`src/rtl/axi_lite_pkg.sv`:
```
`default_nettype none
// ============================================================================
// axi_lite_pkg : AXI4-Lite bus types, response codes and address decode.
// Rev 1.0
// ============================================================================
package axi_lite_pkg;

   localparam int ADDR_WIDTH  = 32;
   localparam int DATA_WIDTH  = 32;
   localparam int STRB_WIDTH  = DATA_WIDTH / 8;
   localparam int BUFFER_SIZE = 32;
   localparam int ADDR_LSB    = $clog2(STRB_WIDTH);

   typedef logic [ADDR_WIDTH-1:0] addr_t;
   typedef logic [DATA_WIDTH-1:0] data_t;
   typedef logic [STRB_WIDTH-1:0] strb_t;
   typedef logic [1:0]            resp_t;

   localparam resp_t RESP_OKAY   = 2'b00;
   localparam resp_t RESP_EXOKAY = 2'b01;
   localparam resp_t RESP_SLVERR = 2'b10;
   localparam resp_t RESP_DECERR = 2'b11;

   // Range is checked on the wrapped offset, so addresses below base decode as DECERR.
   function automatic resp_t decode_resp(input addr_t addr, input addr_t base,
                                         input int unsigned depth);
      addr_t                off;
      logic [ADDR_WIDTH:0]  span;
      off  = addr - base;
      span = (ADDR_WIDTH+1)'(depth) << ADDR_LSB;
      if ({1'b0, off} >= span)
         return RESP_DECERR;
      if (addr[ADDR_LSB-1:0] != '0)
         return RESP_SLVERR;
      return RESP_OKAY;
   endfunction

endpackage
`default_nettype wire

```
`src/rtl/axi_lite_slave_mem_if.sv`:
```
`default_nettype none
// ============================================================================
// axi_lite_slave_mem_if : AXI4-Lite AW/W/B/AR/R channel bundle.
// Rev 1.0
// ============================================================================
interface axi_lite_slave_mem_if;
   import axi_lite_pkg::*;

   addr_t awaddr;
   logic  awvalid;
   logic  awready;
   data_t wdata;
   strb_t wstrb;
   logic  wvalid;
   logic  wready;
   resp_t bresp;
   logic  bvalid;
   logic  bready;
   addr_t araddr;
   logic  arvalid;
   logic  arready;
   data_t rdata;
   resp_t rresp;
   logic  rvalid;
   logic  rready;

   modport master (
      output awaddr, awvalid, wdata, wstrb, wvalid, bready, araddr, arvalid, rready,
      input  awready, wready, bresp, bvalid, arready, rdata, rresp, rvalid
   );

   modport slave (
      input  awaddr, awvalid, wdata, wstrb, wvalid, bready, araddr, arvalid, rready,
      output awready, wready, bresp, bvalid, arready, rdata, rresp, rvalid
   );

endinterface
`default_nettype wire

```
`src/rtl/axi_lite_mem_array.sv`:
```
`default_nettype none
// ============================================================================
// axi_lite_mem_array : word store with one byte-strobed write port and one
//                      asynchronous read port; cleared by reset.
// Rev 1.0
// ============================================================================
module axi_lite_mem_array
   import axi_lite_pkg::*;
#(
   parameter int DEPTH = BUFFER_SIZE,
   parameter int IDX_W = $clog2(DEPTH)
) (
   input  logic             clk,
   input  logic             rst,
   input  logic             we_i,
   input  logic [IDX_W-1:0] widx_i,
   input  data_t            wdata_i,
   input  strb_t            wstrb_i,
   input  logic [IDX_W-1:0] ridx_i,
   output data_t            rdata_o
);

   data_t mem_q [DEPTH];

   always_ff @(posedge clk or posedge rst) begin
      if (rst) begin
         for (int i = 0; i < DEPTH; i++)
            mem_q[i] <= '0;
      end else if (we_i) begin
         for (int b = 0; b < STRB_WIDTH; b++)
            if (wstrb_i[b])
               mem_q[widx_i][8*b +: 8] <= wdata_i[8*b +: 8];
      end
   end

   // Read is combinational so a read sampled on a write edge sees the old word.
   assign rdata_o = mem_q[ridx_i];

endmodule
`default_nettype wire

```
`src/rtl/axi_lite_slave_mem.sv`:
```
`default_nettype none
// ============================================================================
// axi_lite_slave_mem : AXI4-Lite slave terminating the bus into a DEPTH x 32
//                      word store with byte strobes.
// Rev 1.0
// ============================================================================
module axi_lite_slave_mem
   import axi_lite_pkg::*;
#(
   parameter int    DEPTH     = BUFFER_SIZE,
   parameter addr_t BASE_ADDR = 32'h0000_0000
) (
   input  logic                  clk,
   input  logic                  rst,
   axi_lite_slave_mem_if.slave   bus
);

   localparam int IDX_W = $clog2(DEPTH);

   logic  aw_held_q, aw_held_d;
   addr_t awaddr_q,  awaddr_d;
   logic  w_held_q,  w_held_d;
   data_t wdata_q,   wdata_d;
   strb_t wstrb_q,   wstrb_d;
   logic  bvalid_q,  bvalid_d;
   resp_t bresp_q,   bresp_d;
   logic  rvalid_q,  rvalid_d;
   data_t rdata_q,   rdata_d;
   resp_t rresp_q,   rresp_d;

   logic             aw_hs;
   logic             w_hs;
   logic             ar_hs;
   logic             commit;
   logic             mem_we;
   resp_t            wr_resp;
   resp_t            rd_resp;
   logic [IDX_W-1:0] widx;
   logic [IDX_W-1:0] ridx;
   data_t            mem_rdata;

   assign aw_hs   = bus.awvalid && !aw_held_q;
   assign w_hs    = bus.wvalid  && !w_held_q;
   assign ar_hs   = bus.arvalid && (!rvalid_q || bus.rready);
   // A write may retire only when the B slot is free or being emptied this edge.
   assign commit  = aw_held_q && w_held_q && (!bvalid_q || bus.bready);

   assign wr_resp = decode_resp(awaddr_q,   BASE_ADDR, DEPTH);
   assign rd_resp = decode_resp(bus.araddr, BASE_ADDR, DEPTH);
   assign widx    = IDX_W'((awaddr_q   - BASE_ADDR) >> ADDR_LSB);
   assign ridx    = IDX_W'((bus.araddr - BASE_ADDR) >> ADDR_LSB);
   assign mem_we  = commit && (wr_resp == RESP_OKAY);

   always_comb begin
      aw_held_d = aw_held_q;
      awaddr_d  = awaddr_q;
      w_held_d  = w_held_q;
      wdata_d   = wdata_q;
      wstrb_d   = wstrb_q;
      bvalid_d  = bvalid_q;
      bresp_d   = bresp_q;
      rvalid_d  = rvalid_q;
      rdata_d   = rdata_q;
      rresp_d   = rresp_q;

      if (aw_hs) begin
         aw_held_d = 1'b1;
         awaddr_d  = bus.awaddr;
      end
      if (w_hs) begin
         w_held_d = 1'b1;
         wdata_d  = bus.wdata;
         wstrb_d  = bus.wstrb;
      end

      if (commit) begin
         aw_held_d = 1'b0;
         w_held_d  = 1'b0;
         bvalid_d  = 1'b1;
         bresp_d   = wr_resp;
      end else if (bus.bready) begin
         bvalid_d  = 1'b0;
      end

      if (ar_hs) begin
         rvalid_d = 1'b1;
         rresp_d  = rd_resp;
         rdata_d  = (rd_resp == RESP_OKAY) ? mem_rdata : '0;
      end else if (bus.rready) begin
         rvalid_d = 1'b0;
      end
   end

   always_ff @(posedge clk or posedge rst) begin
      if (rst) begin
         aw_held_q <= 1'b0;
         awaddr_q  <= '0;
         w_held_q  <= 1'b0;
         wdata_q   <= '0;
         wstrb_q   <= '0;
         bvalid_q  <= 1'b0;
         bresp_q   <= RESP_OKAY;
         rvalid_q  <= 1'b0;
         rdata_q   <= '0;
         rresp_q   <= RESP_OKAY;
      end else begin
         aw_held_q <= aw_held_d;
         awaddr_q  <= awaddr_d;
         w_held_q  <= w_held_d;
         wdata_q   <= wdata_d;
         wstrb_q   <= wstrb_d;
         bvalid_q  <= bvalid_d;
         bresp_q   <= bresp_d;
         rvalid_q  <= rvalid_d;
         rdata_q   <= rdata_d;
         rresp_q   <= rresp_d;
      end
   end

   axi_lite_mem_array #(
      .DEPTH (DEPTH),
      .IDX_W (IDX_W)
   ) u_mem (
      .clk     (clk),
      .rst     (rst),
      .we_i    (mem_we),
      .widx_i  (widx),
      .wdata_i (wdata_q),
      .wstrb_i (wstrb_q),
      .ridx_i  (ridx),
      .rdata_o (mem_rdata)
   );

   assign bus.awready = !aw_held_q;
   assign bus.wready  = !w_held_q;
   assign bus.bvalid  = bvalid_q;
   assign bus.bresp   = bresp_q;
   assign bus.arready = !rvalid_q || bus.rready;
   assign bus.rvalid  = rvalid_q;
   assign bus.rdata   = rdata_q;
   assign bus.rresp   = rresp_q;

endmodule
`default_nettype wire

```
`src/flat_wrapper.sv`:
```
// flat-port wrapper written by rule: the top's interface ports become plain ports
module axi_lite_slave_mem_flat import axi_lite_pkg::*;
#(
   parameter int    DEPTH     = BUFFER_SIZE,
   parameter addr_t BASE_ADDR = 32'h0000_0000
)
  (clk, rst, bus_awaddr, bus_awvalid, bus_wdata, bus_wstrb, bus_wvalid, bus_bready, bus_araddr, bus_arvalid, bus_rready, bus_awready, bus_wready, bus_bresp, bus_bvalid, bus_arready, bus_rdata, bus_rresp, bus_rvalid);
  axi_lite_slave_mem_if bus_i ();
  input  logic clk;
  input  logic rst;
  input wire logic [$bits(bus_i.awaddr)-1:0] bus_awaddr;
  input wire logic [$bits(bus_i.awvalid)-1:0] bus_awvalid;
  input wire logic [$bits(bus_i.wdata)-1:0] bus_wdata;
  input wire logic [$bits(bus_i.wstrb)-1:0] bus_wstrb;
  input wire logic [$bits(bus_i.wvalid)-1:0] bus_wvalid;
  input wire logic [$bits(bus_i.bready)-1:0] bus_bready;
  input wire logic [$bits(bus_i.araddr)-1:0] bus_araddr;
  input wire logic [$bits(bus_i.arvalid)-1:0] bus_arvalid;
  input wire logic [$bits(bus_i.rready)-1:0] bus_rready;
  output wire logic [$bits(bus_i.awready)-1:0] bus_awready;
  output wire logic [$bits(bus_i.wready)-1:0] bus_wready;
  output wire logic [$bits(bus_i.bresp)-1:0] bus_bresp;
  output wire logic [$bits(bus_i.bvalid)-1:0] bus_bvalid;
  output wire logic [$bits(bus_i.arready)-1:0] bus_arready;
  output wire logic [$bits(bus_i.rdata)-1:0] bus_rdata;
  output wire logic [$bits(bus_i.rresp)-1:0] bus_rresp;
  output wire logic [$bits(bus_i.rvalid)-1:0] bus_rvalid;
  assign bus_i.awaddr = bus_awaddr;
  assign bus_i.awvalid = bus_awvalid;
  assign bus_i.wdata = bus_wdata;
  assign bus_i.wstrb = bus_wstrb;
  assign bus_i.wvalid = bus_wvalid;
  assign bus_i.bready = bus_bready;
  assign bus_i.araddr = bus_araddr;
  assign bus_i.arvalid = bus_arvalid;
  assign bus_i.rready = bus_rready;
  assign bus_awready = bus_i.awready;
  assign bus_wready = bus_i.wready;
  assign bus_bresp = bus_i.bresp;
  assign bus_bvalid = bus_i.bvalid;
  assign bus_arready = bus_i.arready;
  assign bus_rdata = bus_i.rdata;
  assign bus_rresp = bus_i.rresp;
  assign bus_rvalid = bus_i.rvalid;
  axi_lite_slave_mem #(.DEPTH(DEPTH), .BASE_ADDR(BASE_ADDR)) u_core (.clk(clk), .rst(rst), .bus(bus_i));
endmodule
```
`config.mk`:
```
export PLATFORM = sky130hd
export DESIGN_NAME = axi_lite_slave_mem_flat
export DESIGN_NICKNAME = d
export VERILOG_FILES = /design/src/rtl/axi_lite_pkg.sv /design/src/rtl/axi_lite_slave_mem_if.sv /design/src/rtl/axi_lite_mem_array.sv /design/src/rtl/axi_lite_slave_mem.sv /design/src/flat_wrapper.sv
export SDC_FILE = /design/constraint.sdc
export NUM_CORES = 2
export LEC_CHECK = 0
export BUFFER_PORTS_ARGS = -buffer_cell sky130_fd_sc_hd__buf_2
export CAP_MARGIN = 40
export CORE_MARGIN = 4
export CORE_UTILIZATION = 65
export CTS_CLUSTER_DIAMETER = 100
export DETAILED_ROUTE_END_ITERATION = 16
export HOLD_SLACK_MARGIN = 0.12
export PLACE_DENSITY = 0.91
export SYNTH_ARGS = -nofsm -noshare
export SYNTH_HDL_FRONTEND = slang
export SYNTH_HIERARCHICAL = 1
export SYNTH_SLANG_ARGS = --single-unit
```
`constraint.sdc`:
```
create_clock -name clk -period 99.2 [get_ports clk]
set_input_delay 14.88 -clock clk [delete_from_list [all_inputs] [get_ports clk]]
set_output_delay 14.88 -clock clk [all_outputs]
set_load 0.005 [all_outputs]
```
==> results.tsv <==
stage	metric	value	unit
outcome	status	finished clean	
detailed_routing	wirelength	136000	um
sta	rsz0062_at_grt	no	
sta	relSlewSlack	26.0	%
clock_tree	ctsHoldBuffers	0	
final_layout	layout-drive-gt1-share	39.8	%
yosys	ys_seq_elements	1132	
detailed_routing	routed_via_density	6.64	
power_and_ir_drop	power	0.00111	W
detailed_routing	drt-initial-drc-count	2956	
detailed_routing	wl_per_cell	26.9	um
critical_path	crit_type	in2out	
global_routing	grt_usage	32.2	%
sta	final-max-slew-violation-count	0	
clock_tree	cts_buffer_depth	3	
yosys	async_flop_share	100	%
yosys	netlist_instances	3845	
yosys	synth_area	51700	um2
critical_path	crit_required	84.32	ns
placement	gp_congestion	0.834	
floorplan	core_area	78900	um2
yosys	ys.flop_type	dfrtp_1	
yosys	ys_seq_area_share	54.8	%
final_layout	final_cells	5072	
floorplan	fp.dieH	290	um
final_layout	fillers	4583	
floorplan	die-area	84100	um2
floorplan	die_w	290	um
clock_tree	htree_levels	3	
power_and_ir_drop	p_leak	29.1	nW
yosys	synth-edff-count	0	
sta	final.period_utilization	30.4	%
flow_run	maxCapViolCount	0	
clock_tree	cts_made_buffers	108	
yosys	yosysWarnings	6	
yosys	yosysTopAreaCell	dfrtp_1	
critical_path	cp-end-kind	output port	
placement	hpwl	83900	um
clock_tree	cts_resized	0	
yosys	postSynthAreaPerCell	13.4	um2
yosys	yosys-top-cells-area	dfrtp_1, mux2_2, mux2i_1, nand2_1, a22oi_1	
sta	worst_pin_slew	1.11	ns
floorplan	start_util	65.5	%
critical_path	crit_fanout	4	
power_and_ir_drop	peakVddDrop	0.0225	mV
sta	setup_viol	0	
detailed_routing	vias	33700	
clock_tree	cts_tree	done	
yosys	syn_nets	3952	
sta	tns	0	ns
placement	dp_cells	4869	
clock_tree	clock-root-buffer	clkbuf_16	
placement	io_buffers	147	
sta	hold_violations	0	
critical_path	rrSetupSlack	95.08	ns
floorplan	design.portCount	148	
detailed_routing	ant_nets	0	
sta	fin_crit	30.17	ns
final_layout	layout.cells.most_common	dfrtp_1	
yosys	synth.top_cell.area_share	54.8	%
detailed_routing	drcViolationCount	0	
global_routing	grt_pass1_wl	213000	um
worst_hold_path	hold_path_class	reg2reg	
sta	final.setup_skew	0.0207	ns
clock_tree	clk_pin_slew	0.06	ns
clock_tree	numClockSinks	1132	
global_routing	grt_max_degree	175	
critical_path	start_kind	input port	
global_routing	antenna_found_initial	0	
clock_tree	clk_latency	0.66	ns
final_layout	nNetsFinal	4036	
critical_path	arrival	15.29	ns
power_and_ir_drop	power.density	19.3	nW/um2
global_routing	gr-total-overflow	0	
sta	fmax	33.1	MHz
final_layout	final_cell_mix	dfrtp_1, mux2_2, mux2i_1	
final_layout	area_growth	11.9	%
detailed_routing	drtPass1Iterations	8	
floorplan	row_count	103	
yosys	synth.distinct_cells	40	
global_routing	grt_pass1_vias	36500	
clock_tree	cts_setup_buffers	0	
-- metal layers --
layer | vias up | GRT usage, % | routed length (um)
li1 | 14100 | - | -
met1 | 17400 | 40.7 | 51500
met2 | 1683 | 51.4 | 64700
met3 | 486 | 7.92 | 11900
met4 | 0 | 17.8 | 8350
met5 | - | 0.567 | 0
-- flip-flops by register name (all words and copies together), names as in the netlist --
name and count:
u_core/u_mem/mem_q 1024, u_core/wdata_q 32, u_core/bus.rdata 32, u_core/awaddr_q 32, u_core/aw_held_q 1, u_core/bus.rvalid 1
u_core/bus.rresp 2, u_core/bus.bresp 2, u_core/w_held_q 1, u_core/bus.bvalid 1, u_core/wstrb_q 4
-- Yosys cell counts, types with 15 or more instances --
cell type,n
a21oi_1,97
a22o_1,64
a22oi_1,96
a31oi_1,32
buf_1,15
buf_2,70
clkbuf_1,167
dfrtp_1,1132
mux2_1,32
mux2_2,1061
mux2i_1,512
nand2_1,217
nand2_2,17
nand3_1,98
nor2_1,20
nor2_2,74
nor3_1,36
o21ai_1,26
-- critical path: stages --
cell and delay, ns:
buf_2 0.09, nand2b_1 0.17, buf_2 0.15
-- cell families (layout without fill, tap and decap cells) --
kind of cell	Yosys count	in the layout	share of synthesized area [%]
simple gates	520	520	5.08
flops	1132	1132	54.8
other cells	0	3	0
compound gates	322	322	4.16
buf+inv	266	440	2.20
mux	1605	1605	33.7
-- final cells by class --
type	count	area (um2)	share of cell area (%)
Antenna cell	3	7.51	0.0130
Inverter	5	28.8	0.0498
Clock inverter	44	468	0.809
Tap cell	1050	1310	2.27
Multi-Input combinational cell	2447	22200	38.5
Clock buffer	156	3250	5.62
Sequential cell	1132	28300	49.0
Timing Repair Buffer	235	2190	3.79
-- through the flow --
| stage | hold slack (ns) | setup slack, ns | area [um2] | utilization (%) |
|---|---|---|---|---|
| 2_1_floorplan | 0.458 | 55.50 | 51700 | - |
| 3_3_place_gp | 0.459 | 69.04 | 53000 | 67.2 |
| 3_5_place_dp | 0.478 | 69.03 | 54100 | 68.6 |
| 4_1_cts | 0.492 | 69.02 | 57800 | 73.3 |
| 5_1_grt | 0.500 | 69.00 | 57800 | 73.3 |
| 6_report | 0.489 | 69.03 | 57800 | 73.3 |
-- where the power goes --
group          switching [W]  internal [W]
combinational       0.000105     0.0000608
sequential         0.0000454      0.000476
clock               0.000177      0.000250
-- path summary, 6_finish.rpt --
kind | from | end | cells past startpoint
hold reg to reg | u_core/bus.rdata[4]$_DFFE_PP0P_ | u_core/bus.rdata[4]$_DFFE_PP0P_ | 2
hold / removal | u_core/bus.rdata[4]$_DFFE_PP0P_ | u_core/bus.rdata[4]$_DFFE_PP0P_ | 2
min in group asynchronous | rst | u_core/u_mem/mem_q[84]$_DFFE_PP0P_ | 2
setup / recovery | bus_rready | bus_arready | 3
max in group asynchronous | rst | u_core/u_mem/mem_q[543]$_DFFE_PP0P_ | 6
setup reg to reg | u_core/awaddr_q[27]$_DFFE_PP0P_ | u_core/u_mem/mem_q[560]$_DFFE_PP0P_ | 8
No activity file was read; power rests on OpenSTA's default activity.
